File: config.mk
export PLATFORM = sky130hd
export DESIGN_NAME = decimator_flat
export DESIGN_NICKNAME = d
export VERILOG_FILES = /design/src/rtl/decimator_if.sv /design/src/rtl/decimator.sv /design/src/flat_wrapper.sv
export SDC_FILE = /design/constraint.sdc
export NUM_CORES = 1
export LEC_CHECK = 0
export CELL_PAD_IN_SITES_DETAIL_PLACEMENT = 1
export CELL_PAD_IN_SITES_GLOBAL_PLACEMENT = 1
export CORE_MARGIN = 5
export CORE_UTILIZATION = 49
export DETAILED_ROUTE_END_ITERATION = 8
export GPL_TIMING_DRIVEN = 0
export HOLD_SLACK_MARGIN = 0.06
export PLACE_DENSITY_LB_ADDON = 0.12
export SYNTH_ARGS = -nofsm -noshare
export SYNTH_HDL_FRONTEND = slang
export SYNTH_SLANG_ARGS = --single-unit
File: constraint.sdc
create_clock -name CLK -period 6.15 [get_ports CLK]
set_input_delay 1.23 -clock CLK [delete_from_list [all_inputs] [get_ports CLK]]
set_output_delay 1.23 -clock CLK [all_outputs]
set_load 0.01 [all_outputs]
File: src/rtl/decimator_if.sv
// decimator_if: sample-in / decimated-out bundle for the decimator.
//   in_data/in_valid   : filtered samples from upstream; no backpressure
//   out_data/out_valid : head of the output FIFO; out_ready pops it
//   overflow           : sticky, a decimated result was dropped
//   level              : current FIFO occupancy (0..FIFO_DEPTH)
// slave is the decimator side; master is the producer/consumer side.
interface decimator_if #(
   parameter int FIFO_DEPTH = 4
);
   logic [7:0]                    in_data;
   logic                          in_valid;
   logic [7:0]                    out_data;
   logic                          out_valid;
   logic                          out_ready;
   logic                          overflow;
   logic [$clog2(FIFO_DEPTH):0]   level;

   modport slave (
      input  in_data, in_valid, out_ready,
      output out_data, out_valid, overflow, level
   );

   modport master (
      output in_data, in_valid, out_ready,
      input  out_data, out_valid, overflow, level
   );
endinterface

File: src/rtl/decimator.sv
// decimator: averages every N = 2**RATIO_LOG2 accepted samples into one
// output sample (floor of the mean) and queues results in a small FIFO.
//   CLK      : sole clock, all state on posedge
//   RST      : synchronous active-high reset
//   bus      : decimator_if.slave (samples in, decimated samples out,
//              overflow flag, FIFO level)
// Parameters: RATIO_LOG2 (1..4), FIFO_DEPTH (power of two, 2..16).
module decimator #(
   parameter int RATIO_LOG2 = 2,
   parameter int FIFO_DEPTH = 4
) (
   input  logic       CLK,
   input  logic       RST,
   decimator_if.slave bus
);
   localparam int AW = 8 + RATIO_LOG2;          // N*255 always fits
   localparam int PW = $clog2(FIFO_DEPTH);
   localparam int LW = PW + 1;

   logic [AW-1:0]         acc;
   logic [RATIO_LOG2-1:0] phase;
   logic [AW-1:0]         sum;
   logic [7:0]            result;
   logic                  last;

   logic [7:0]    mem [FIFO_DEPTH];
   logic [PW-1:0] rd_ptr, wr_ptr;
   logic [LW-1:0] level_q;
   logic          overflow_q;
   logic          full, out_valid, pop, push, do_push, drop;

   // ---------------- accumulate / decimate ----------------
   assign sum    = acc + {{RATIO_LOG2{1'b0}}, bus.in_data};
   assign result = sum[AW-1:RATIO_LOG2];        // floor(sum / N)
   assign last   = &phase;                      // phase == N-1

   // ---------------- FIFO control ----------------
   assign out_valid = (level_q != '0);
   assign full      = (level_q == LW'(FIFO_DEPTH));
   assign pop       = out_valid & bus.out_ready;
   assign push      = bus.in_valid & last;
   // A full FIFO still takes the new result if the head leaves on the same
   // edge; the write slot then coincides with the slot being vacated.
   assign do_push   = push & (~full | pop);
   assign drop      = push & full & ~pop;

   always_ff @(posedge CLK) begin
      if (RST) begin
         acc        <= '0;
         phase      <= '0;
         rd_ptr     <= '0;
         wr_ptr     <= '0;
         level_q    <= '0;
         overflow_q <= 1'b0;
      end else begin
         if (bus.in_valid) begin
            if (last) begin
               acc   <= '0;
               phase <= '0;
            end else begin
               acc   <= sum;
               phase <= phase + 1'b1;
            end
         end
         if (do_push) wr_ptr <= wr_ptr + 1'b1;
         if (pop)     rd_ptr <= rd_ptr + 1'b1;
         if (drop)    overflow_q <= 1'b1;
         case ({do_push, pop})
            2'b10:   level_q <= level_q + 1'b1;
            2'b01:   level_q <= level_q - 1'b1;
            default: level_q <= level_q;
         endcase
      end
   end

   // Storage needs no reset: it is only visible while level is non-zero.
   always_ff @(posedge CLK) begin
      if (!RST && do_push) mem[wr_ptr] <= result;
   end

   assign bus.out_valid = out_valid;
   assign bus.out_data  = out_valid ? mem[rd_ptr] : 8'd0;
   assign bus.overflow  = overflow_q;
   assign bus.level     = level_q;
endmodule

File: src/flat_wrapper.sv
// flat-port wrapper written by rule: the top's interface ports become plain ports
module decimator_flat 
#(
   parameter int RATIO_LOG2 = 2,
   parameter int FIFO_DEPTH = 4
)
  (CLK, RST, bus_in_data, bus_in_valid, bus_out_ready, bus_out_data, bus_out_valid, bus_overflow, bus_level);
  decimator_if #(.FIFO_DEPTH(FIFO_DEPTH)) bus_i ();
  input  logic CLK;
  input  logic RST;
  input wire logic [$bits(bus_i.in_data)-1:0] bus_in_data;
  input wire logic [$bits(bus_i.in_valid)-1:0] bus_in_valid;
  input wire logic [$bits(bus_i.out_ready)-1:0] bus_out_ready;
  output wire logic [$bits(bus_i.out_data)-1:0] bus_out_data;
  output wire logic [$bits(bus_i.out_valid)-1:0] bus_out_valid;
  output wire logic [$bits(bus_i.overflow)-1:0] bus_overflow;
  output wire logic [$bits(bus_i.level)-1:0] bus_level;
  assign bus_i.in_data = bus_in_data;
  assign bus_i.in_valid = bus_in_valid;
  assign bus_i.out_ready = bus_out_ready;
  assign bus_out_data = bus_i.out_data;
  assign bus_out_valid = bus_i.out_valid;
  assign bus_overflow = bus_i.overflow;
  assign bus_level = bus_i.level;
  decimator #(.RATIO_LOG2(RATIO_LOG2), .FIFO_DEPTH(FIFO_DEPTH)) u_core (.CLK(CLK), .RST(RST), .bus(bus_i));
endmodule
==> metrics.yaml <==
drt:
  drt_iter0_markers: 92
  drt-pass1-iter-count: 4
  totalWireLength_um: 5490
  routed_via_density: 5.54
  drc: 0
  vias: 1751
  routedWlPerCell_um: 17.4
  ant_nets: 0
pwr:
  switching_share_pct: 31.2
  clkPwrFrac_pct: 19.6
  comb_power_share_pct: 35.1
  pwr_density_cell_nw_per_um2: 322
  ir_worst_vdd_mv: 0.136
  intPower_uw: 668
  p_seq_share_pct: 45.2
  p_switching_uw: 303
  leakage_uw: 0.00103
status:
  status: "finished clean"
placement:
  io_buffers: 21
  dp_hpwl_um: 4250
  postPlaceCellArea_um2: 2920
  place_inst: 308
  gp_congestion: 0.801
final_layout:
  n_antenna_cell: 0
  fin_area_um2: 3010
  nFillCells: 546
  final_cells: 316
  drive_gt1_share_pct: 8.54
  nets: 272
  syn2layout_area_growth_pct: 14.7
floorplan:
  core_um2: 5170
  die_area_um2: 6920
  start_util_pct: 50.8
  fp-row-count: 26
  die_h_um: 83.2
  io_pins: 25
  die_w_um: 83.2
synthesis:
  ys_seq_area_share_pct: 53.4
  synth_most_common_cell: "edfxtp_1"
  synthTopCellsByCount: "edfxtp_1 (32), dfxtp_1 (22), nor2_1 (17)"
  netlist.top_cell.by_area: "edfxtp_1"
  synth_ff_type: "edfxtp_1"
  synth_cell_types: 45
  syn_inst: 217
  synth_area_leaders: "edfxtp_1 (37%), dfxtp_1 (17%), mux4_2 (6.9%), ha_1 (6.2%), and2_1 (2.9%)"
  ys_warn_count: 0
  async_reset_ff_share_pct: 0
  synth_top_cell_area_share_pct: 36.6
  syn-cell-area_um2: 2630
  synth.avg_cell_area_um2: 12.1
  synth-edff-count: 32
  synth.net_count: 244
  ys_seq_elements: 54
global_routing:
  grt_pass1_wl_um: 9210
  grt_use_total_pct: 16.6
  grt_start_max_net_pins: 18
  antenna_found_initial: 0
  grt_pass1_vias: 1850
  grt_overflow: 0
sta:
  tightest_slew_ns: 0.702
  clock.fmax_mhz: 299
  max-slew-margin-rel_pct: 52.6
  report.final.slew_viol_count: 0
  period_share_pct: 54.3
  setup_violations: 0
  setup_tns_ns: 0
  skew_ns: 0.00801
  post-route-min-period_ns: 3.34
  final_hold_viol_count: 0
  rsz0062_at_grt: "false"
worst_setup_path:
  worstPathArrival_ns: 2.11
  worstSetupStartpointType: "flop"
  timing.rr.end: "u_core.bus.level[2]$_SDFFE_PP0P_"
  worstPathRequired_ns: 4.92
  critPathSlowestCell: "mux4_2"
  path_cells: "buf_2, mux4_2, and2_1, clkdlybuf4s50_1"
  critPathCaptureType: "primary output"
  crit_type: "reg -> out"
  critPathMaxStageDelay_ns: 0.57
  r2r_slack_ns: 3.72
  r2r_start: "u_core.phase[0]$_SDFFE_PP0P_"
  path_max_fanout: 8
  reg2regPathDepth: 8
worst_hold_path:
  min_from: "u_core.bus.overflow$_SDFFE_PP0P_"
  whs_endpoint: "u_core.bus.overflow$_SDFFE_PP0P_"
  hold_class: "reg -> reg"
  hold_depth: 2
clock_network:
  clkSinkCount: 54
  path_clk_slew_ns: 0.09
  cts_buffers: 5
  ctsHtreeMaxLevel: 2
  clock_latency_ns: 0.30
  root_buffer: "clkbuf_8"
  cts_tree: "built"
  cts_resized: 0
  ctsHoldBuffers: 0
  clock_path_buffers: 2
  cts_setup_buffers: 0
run:
  cap_violations: 0
-- through the flow --
step                hold WS [ns]  utilization (%)  setup WS, ns  total power, µW
floorplan                  0.449                -          3.25              650
global placement           0.458             56.5          2.57              771
detailed placement         0.475             56.5          2.52              794
CTS                        0.488             58.2          2.76              984
global route               0.510             58.2          2.69             1030
finish                     0.480             58.2          2.81              971
-- worst max-delay path by stage --
stage | startpoint | endpoint | slack (ns) | cells after the start
6_report | flop | bus_out_data[2] | 2.81 | 4
5_1_grt | u_core.bus.level[0]$_SDFFE_PP0P_ | bus_out_data[7] | 2.69 | 4
4_1_cts | flop | bus_out_data[2] | 2.76 | 4
3_5_place_dp | bus_in_data[0] | u_core.acc[6]$_SDFFE_PP0P_ | 2.52 | 8
3_3_place_gp | bus_in_data[0] | u_core.acc[6]$_SDFFE_PP0P_ | 2.57 | 8
2_1_floorplan | bus_in_valid | u_core.bus.level[2]$_SDFFE_PP0P_ | 3.25 | 7
-- power groups by stage --
stage / registers [µW] / clock network (µW) / logic (µW)
final: 439 / 191 / 341
after global routing: 443 / 219 / 369
after CTS: 439 / 198 / 347
after detailed placement: 447 / 0 / 347
after global placement: 446 / 0 / 325
after floorplan: 444 / 0 / 206
-- state kept, by name, indices dropped and copies added (netlist names), named ones only --
| signal | flops |
|---|---|
| u_core.rd_ptr | 2 |
| u_core.mem | 32 |
| u_core.acc | 10 |
| u_core.bus.level | 3 |
| u_core.phase | 2 |
| u_core.bus.overflow | 1 |
| u_core.wr_ptr | 2 |
-- cell usage in the layout (no fill, tap or decap), types with 6 or more instances in the layout --
cell type        synthesis  final
nand2_1                  7      7
clkbuf_1                 6      7
edfxtp_1                32     32
nor2b_1                  6      6
a21oi_1                 12     12
mux4_2                   8      8
xnor2_1                  8      8
nor2_1                  17     17
ha_1                    13     13
inv_1                    8      8
clkdlybuf4s50_1          0     21
dfxtp_1                 22     22
and2_1                  12     12
-- cells by family (layout without fill, tap and decap cells) --
logic type / count (synthesis) / count (layout) / synth area share [%]
AND/OR/NAND/NOR: 68 / 68 / 14.3
flip-flops: 54 / 54 / 53.4
AO/OA/AOI/OAI: 40 / 40 / 10.3
buffers and inverters: 18 / 47 / 2.72
adder cells (fa/ha/maj): 15 / 15 / 7.72
XOR/XNOR: 12 / 12 / 4.00
multiplexers: 10 / 10 / 7.62
-- critical path: cells and delay by family (launching register included) --
family	cells	cell delay, ns
muxes	1	0.57
and+or+nand+nor	1	0.18
DFF	1	0.32
buffers and inverters	2	0.74
-- layer usage --
metal	share of wire, %	wire [µm]	GRT usage [%]	vias up
met2	53	2890	30.0	25
li1	-	-	-	856
met4	1.2	66	3.57	0
met5	0	0	0	-
met1	43	2380	20.6	863
met3	2.8	153	3.17	7
-- final cells by class --
class,count,area [µm²],area share (%)
Timing Repair Buffer,21,210,6.98
Clock inverter,2,15.0,0.499
Tap cell,70,87.6,2.91
Sequential cell,54,1400,46.5
Multi-Input combinational cell,145,1150,38.3
Buffer,10,41.3,1.37
Clock buffer,6,72.6,2.41
Inverter,8,30.0,0.997
Note: power is estimated with default switching activity, not from simulation.
